===== config.mk =====
export PLATFORM = sky130hd
export DESIGN_NAME = mult_arbiter
export DESIGN_NICKNAME = d
export VERILOG_FILES = /design/src/rtl/mult_arbiter.sv
export SDC_FILE = /design/constraint.sdc
export NUM_CORES = 1
export LEC_CHECK = 0
export ABC_CLOCK_PERIOD_IN_PS = 2600
export BUFFER_PORTS_ARGS = -buffer_cell sky130_fd_sc_hd__buf_2
export CAP_MARGIN = 20
export CORE_AREA = 2 2 181 183
export DETAILED_ROUTE_END_ITERATION = 10
export DIE_AREA = 0 0 183 185
export HOLD_SLACK_MARGIN = 0.03
export SYNTH_ARGS = -nofsm -noshare
export SYNTH_HDL_FRONTEND = slang
export SYNTH_SLANG_ARGS = --single-unit

===== constraint.sdc =====
create_clock -name clk -period 2.6 [get_ports clk]
set_clock_uncertainty 0.2 [all_clocks]
set_input_delay 0.52 -clock clk [delete_from_list [all_inputs] [get_ports clk]]
set_output_delay 0.52 -clock clk [all_outputs]
set_load 0.02 [all_outputs]

===== src/rtl/mult_arbiter.sv =====
// mult_arbiter: round-robin sharing of one start/ready multiplier among N requesters.
// Define MULT_ARB_TIMEOUT_EN to build the WAIT-state watchdog (resp_err on expiry).
module mult_arbiter #(
  parameter int SZ      = 32,
  parameter int N       = 4,
  parameter int TIMEOUT = 64
) (
  input  logic                 clk,
  input  logic                 _rst,
  input  logic [N-1:0]         req_valid,
  input  logic [N*SZ-1:0]      req_a,
  input  logic [N*SZ-1:0]      req_b,
  output logic [N-1:0]         req_ready,
  output logic [N-1:0]         resp_valid,
  input  logic [N-1:0]         resp_ready,
  output logic [2*SZ-1:0]      resp_res,
  output logic                 resp_err,
  output logic [SZ-1:0]        mult_a,
  output logic [SZ-1:0]        mult_b,
  output logic                 mult_start,
  input  logic                 mult_ready,
  input  logic [2*SZ-1:0]      mult_res,
  output logic                 busy,
  output logic [$clog2(N)-1:0] grant_id
);

  localparam int GW = $clog2(N);

  if (N < 2 || N > 8 || TIMEOUT < 1) begin : g_param_check
    $error("mult_arbiter: N must be 2..8 and TIMEOUT at least 1");
  end

  typedef enum logic [1:0] {IDLE, ISSUE, WAIT, RESP} state_t;

  state_t          state_q, state_d;
  logic [GW-1:0]   ptr_q, ptr_d;
  logic [GW-1:0]   grant_q, grant_d;
  logic [SZ-1:0]   a_q, a_d;
  logic [SZ-1:0]   b_q, b_d;
  logic [2*SZ-1:0] res_q, res_d;
  logic            found;
  logic [GW-1:0]   win;

`ifdef MULT_ARB_TIMEOUT_EN
  localparam int CW = $clog2(TIMEOUT) + 1;
  logic [CW-1:0] cnt_q, cnt_d;
  logic          err_q, err_d;
`endif

  function automatic logic [GW-1:0] next_idx(input logic [GW-1:0] g);
    return (int'(g) == N - 1) ? '0 : g + 1'b1;
  endfunction

  // First valid requester at or after the round-robin pointer
  always_comb begin
    found = 1'b0;
    win   = '0;
    for (int k = 0; k < N; k++) begin
      if (!found && req_valid[(int'(ptr_q) + k) % N]) begin
        found = 1'b1;
        win   = GW'((int'(ptr_q) + k) % N);
      end
    end
  end

  always_comb begin
    state_d    = state_q;
    ptr_d      = ptr_q;
    grant_d    = grant_q;
    a_d        = a_q;
    b_d        = b_q;
    res_d      = res_q;
    req_ready  = '0;
    resp_valid = '0;
    mult_start = 1'b0;
`ifdef MULT_ARB_TIMEOUT_EN
    cnt_d      = cnt_q;
    err_d      = err_q;
`endif
    unique case (state_q)
      IDLE: begin
        if (found) begin
          req_ready[win] = 1'b1;
          a_d            = req_a[int'(win)*SZ +: SZ];
          b_d            = req_b[int'(win)*SZ +: SZ];
          grant_d        = win;
          ptr_d          = next_idx(win);
          state_d        = ISSUE;
        end
      end
      ISSUE: begin
        mult_start = 1'b1;
        state_d    = WAIT;
`ifdef MULT_ARB_TIMEOUT_EN
        cnt_d      = '0;
`endif
      end
      WAIT: begin
        // A ready on the expiry cycle still counts as a normal completion
        if (mult_ready) begin
          res_d   = mult_res;
          state_d = RESP;
`ifdef MULT_ARB_TIMEOUT_EN
          err_d   = 1'b0;
        end else if (cnt_q == CW'(TIMEOUT - 1)) begin
          res_d   = '0;
          err_d   = 1'b1;
          state_d = RESP;
        end else begin
          cnt_d   = cnt_q + 1'b1;
`endif
        end
      end
      RESP: begin
        resp_valid[grant_q] = 1'b1;
        if (resp_ready[grant_q]) state_d = IDLE;
      end
      default: state_d = IDLE;
    endcase
  end

  always_ff @(posedge clk) begin
    if (_rst) begin
      state_q <= IDLE;
      ptr_q   <= '0;
      grant_q <= '0;
      a_q     <= '0;
      b_q     <= '0;
      res_q   <= '0;
    end else begin
      state_q <= state_d;
      ptr_q   <= ptr_d;
      grant_q <= grant_d;
      a_q     <= a_d;
      b_q     <= b_d;
      res_q   <= res_d;
    end
  end

`ifdef MULT_ARB_TIMEOUT_EN
  always_ff @(posedge clk) begin
    if (_rst) begin
      cnt_q <= '0;
      err_q <= 1'b0;
    end else begin
      cnt_q <= cnt_d;
      err_q <= err_d;
    end
  end

  assign resp_err = err_q;
`else
  assign resp_err = 1'b0;
`endif

  assign mult_a   = a_q;
  assign mult_b   = b_q;
  assign resp_res = res_q;
  assign grant_id = grant_q;
  assign busy     = (state_q != IDLE);

endmodule


==> metrics.sh <==
YOSYS.AREA_SHARE.XOR_XNOR_PCT=0
SYNTHESIZED_AREA_UM2=6370
DRTPASS1ITERATIONS=4
PERIOD_NEEDED_PS=2530
DP.CELLS=1549
MAX-SLEW-MARGIN-REL_PCT=62.4
SETUP.WORST_PATH.CLASS='flop to primary output'
RSZ_0062_RAISED_AFTER_GLOBAL_ROUTING='true'
DRT-WIRELENGTH-PER-CELL_UM=16.3
VIASPERCELL=4.37
SYNTH_TOP_CELL_AREA_SHARE_PCT=42.1
FINAL_NETS=1499
VDD_DROP_MAX_V=0.000472
CTS_TREE='done'
SETUP_VIOL=0
GP_CONGESTION=0.849
HP-CLASS='input pin to flop'
WIRE_LENGTH_OF_THE_FIRST_GLOBAL_ROUTING_PASS_UM=37500
CLK_TRANSITION_REPORTED_PATHS_PS=60
TIMING_MAX_TRANSITION_VIOLATIONS_FINAL=0
SWSHARE_PCT=40.8
SYNTH_FP_NETS=1036
TIMING_WORST_SLEW_PIN_VALUE_PS=563
SYNTH_SEQUENTIAL_AREA_RATIO_PCT=42.1
SYNTHTOPCELLSBYCOUNT='201 x sky130_fd_sc_hd__nand2_1, 134 x sky130_fd_sc_hd__dfxtp_1, 129 x sky130_fd_sc_hd__mux2i_1'
POWER.CLOCK.FRACTION_PCT=22.3
LAUNCHING_ELEMENT_TYPE_OF_THE_CRITICAL_PATH='flop'
SYNTH_AREA_LEADERS='sky130_fd_sc_hd__dfxtp_1 42%, sky130_fd_sc_hd__mux2i_1 20%, sky130_fd_sc_hd__nand2_1 12%'
MIN_PERIOD_OVER_PERIOD_PCT=97.4
SHARE_OF_THE_SYNTHESIZED_AREA_IN_COMPOUND_GATES_AO_OA_AOI_OAI_PCT=15.3
DETAIL_ROUTE.WIRELENGTH_UM=25900
MAX-CAP-VIOLATIONS=0
FRACTION_OF_THE_MAPPED_NETLIST_AREA_IN_ADDER_CELLS_PCT=0.982
YOSYS.AREA_SHARE.SIMPLE_PCT=14.4
DRT_DRC_VIOLATIONS_LEFT=0
IO-PIN-COUNT=472
CTSLONGESTPATHBUFFERS=2
SYNTH_MUX_AREA_SHARE_PCT=20.6
YS_TYPES=37
PLACE.PORT_BUFFERS=470
SYNTHMOSTINSTANTIATEDCELL='sky130_fd_sc_hd__nand2_1'
NUMCTSBUFFERS=17
INSTANCES_NO_FILL=1587
YS_WARN_COUNT=0
GRT.TOTAL_USAGE_PCT=14.7
MAX_FREQ_MHz=395
SHARE_COMB_OF_TOTAL_POWER_PCT=46.0
CLOCK_LATENCY_PS=420
DETAILEDPLACEMENTHPWL_UM=20600
DRIVE_GT1_SHARE_PCT=46.6
PLACEABLECOREAREA_UM2=32000
INTERNAL_POWER_uW=5830
CTS_ROOT_BUF='sky130_fd_sc_hd__clkbuf_16'
DIE_HEIGHT_UM=185
SYNTH-SEQ-CELLS=134
NETLIST_INSTANCES=700
SYNTH_ENABLE_FLOP_CELLS=0
INITIALDRTVIOLATIONCOUNT=167
FRACTION_OF_REGISTERS_WITH_ASYNC_SET_RESET_PCT=0
WORSTPATHREQUIRED_PS=1880
TIMING.CRITICAL_PATH.FANOUT_MAX=6
POST-SYNTH-TOP-AREA-CELL='sky130_fd_sc_hd__dfxtp_1'
INITIAL_UTILIZATION_PCT=19.9
FINAL_ANTENNA_NET_COUNT=0
P_LEAK_uW=0.00465
STATUS='finished, final reports clean'
GRT_ANTENNA_BEFORE_REPAIR=5
CRITICAL_PATH_ARRIVAL_PS=1810
DETAILEDPLACE.WORSTSLACK_PS=92.0
SYNTHESIS.AREA_PER_INSTANCE_UM2=9.10
TIMING.CRITICAL_PATH.TO_TYPE='primary output'
CLKSINKCOUNT=134
NUMBER_OF_HOLD_BUFFERS_ADDED_AFTER_CTS=0
GR-TOTAL-OVERFLOW=0
ROW_COUNT=66
AREA.GROWTH.SYNTH_TO_FINAL_PCT=53.0
SEQUENTIALPOWERSHARE_PCT=31.8
SETUP_SLACK_PS=66.7
POWER.DENSITY_nW_PER_UM2=1010
TIMING_HOLD_VIOLATIONS_FINAL=0
OVERALL_DIE_WIDTH_UM=183
GRT_START_MAX_NET_PINS=67
FLOORPLAN.DIE_AREA_UM2=33900
VIA_COUNT_OF_THE_FIRST_GLOBAL_ROUTING_PASS=6853
SYNTH_TOP_FAMILY_BY_AREA='multiplexers'
YS_DOMINANT_REG_CELL='sky130_fd_sc_hd__dfxtp_1'
SWITCHINGPOWER_uW=4020
DR_TOTAL_VIAS=6935
CTS-HTREE-LEVELS=4
[state kept, by name, summed over array words and instances, names as in the netlist]
signal	flops
mult_a	32
ptr_q	2
mult_b	32
resp_res	64
grant_id	2
state_q	2
[logic make-up after synthesis]
logic type / count (synthesis)
fa+ha+maj: 5
flops: 134
simple gates: 227
compound gates: 140
mux: 130
other cells: 1
buf+inv: 63
[layout make-up]
type	count	area, um2
clock inverter	8	51.3
fill	3480	22300
multi-input combinational	503	3310
sequential	134	2690
inverter	6	22.5
antenna	4	10.0
clock buffer	23	478
tap	408	510
timing repair buffer	501	2690
[power groups by stage]
stage | clock [uW] | combinational (uW) | sequential (uW)
6_report | 2190 | 4530 | 3130
5_1_grt | 2400 | 4870 | 3220
4_1_cts | 2300 | 4570 | 3140
3_5_place_dp | 0 | 4550 | 3170
3_3_place_gp | 0 | 4490 | 3150
2_1_floorplan | 0 | 2260 | 3880
[routing by layer]
metal / wire length (um) / share of wire [%] / GRT usage [%] / vias to the layer above
met3: 2440 / 9.4 / 6.19 / 43
met2: 13000 / 50 / 26.3 / 320
li1: - / - / - / 3411
met4: 862 / 3.3 / 7.01 / 2
met1: 9570 / 37 / 14.7 / 3159
met5: 11 / 0.042 / 0 / -
[placed cells by master (no fill, tap or decap), types with 2 or more instances in the layout]
cell type,n
sky130_fd_sc_hd__a21oi_1,70
sky130_fd_sc_hd__a221oi_2,2
sky130_fd_sc_hd__buf_12,8
sky130_fd_sc_hd__buf_2,469
sky130_fd_sc_hd__buf_4,24
sky130_fd_sc_hd__clkbuf_1,3
sky130_fd_sc_hd__clkbuf_16,17
sky130_fd_sc_hd__clkbuf_8,3
sky130_fd_sc_hd__clkinv_2,4
sky130_fd_sc_hd__clkinvlp_4,3
sky130_fd_sc_hd__dfxtp_1,132
sky130_fd_sc_hd__dfxtp_2,2
sky130_fd_sc_hd__diode_2,4
sky130_fd_sc_hd__ha_1,4
sky130_fd_sc_hd__inv_1,6
sky130_fd_sc_hd__mux2i_1,129
sky130_fd_sc_hd__nand2_1,200
sky130_fd_sc_hd__nand2_2,2
sky130_fd_sc_hd__nand2b_1,3
sky130_fd_sc_hd__nor2_1,5
sky130_fd_sc_hd__nor2_4,2
sky130_fd_sc_hd__nor2b_1,2
sky130_fd_sc_hd__nor3_1,3
sky130_fd_sc_hd__o221ai_1,63
[critical path, stage by stage, from the launching register on]
cell and delay (ps):
sky130_fd_sc_hd__dfxtp_2 360, sky130_fd_sc_hd__a21o_1 170, sky130_fd_sc_hd__a21oi_1 220, sky130_fd_sc_hd__o22a_4 210
sky130_fd_sc_hd__ha_1 150, sky130_fd_sc_hd__and2_1 120, sky130_fd_sc_hd__buf_2 160
[final timing paths]
| check | startpoint | end | slack (ps) | cells after the start |
|---|---|---|---|---|
| min | mult_res[36] | resp_res[36] | 130 | 3 |
| min reg2reg | resp_res[33] | resp_res[33] | 250 | 2 |
| max reg2reg | ptr_q[1] | mult_a[6] | 280 | 8 |
| max | ptr_q[1] | req_ready[3] | 70 | 6 |
[metrics by stage]
stage | power (uW) | util [%] | TNS (ps) | cell area [um2] | hold slack [ps]
after CTS | 10000 | 30.3 | -4.83 | 9720 | 86.5
final | 9850 | 30.4 | 0 | 9750 | 128
after detailed placement | 7710 | 28.6 | 0 | 9170 | 241
after global routing | 10500 | 30.4 | -81.4 | 9740 | 89.4
after floorplan | 6150 | - | 0 | 6380 | 266
after global placement | 7650 | 28.6 | 0 | 9170 | 236
[what timing repair did]
| item | 4_1_cts | 5_1_grt |
|---|---|---|
| pin swaps | 2 | 2 |
| buffers inserted | 1 | 2 |
| endpoints found under the setup margin | 2 | 3 |
| resized for setup | 4 | 3 |
(Power assumes the default switching activity.)
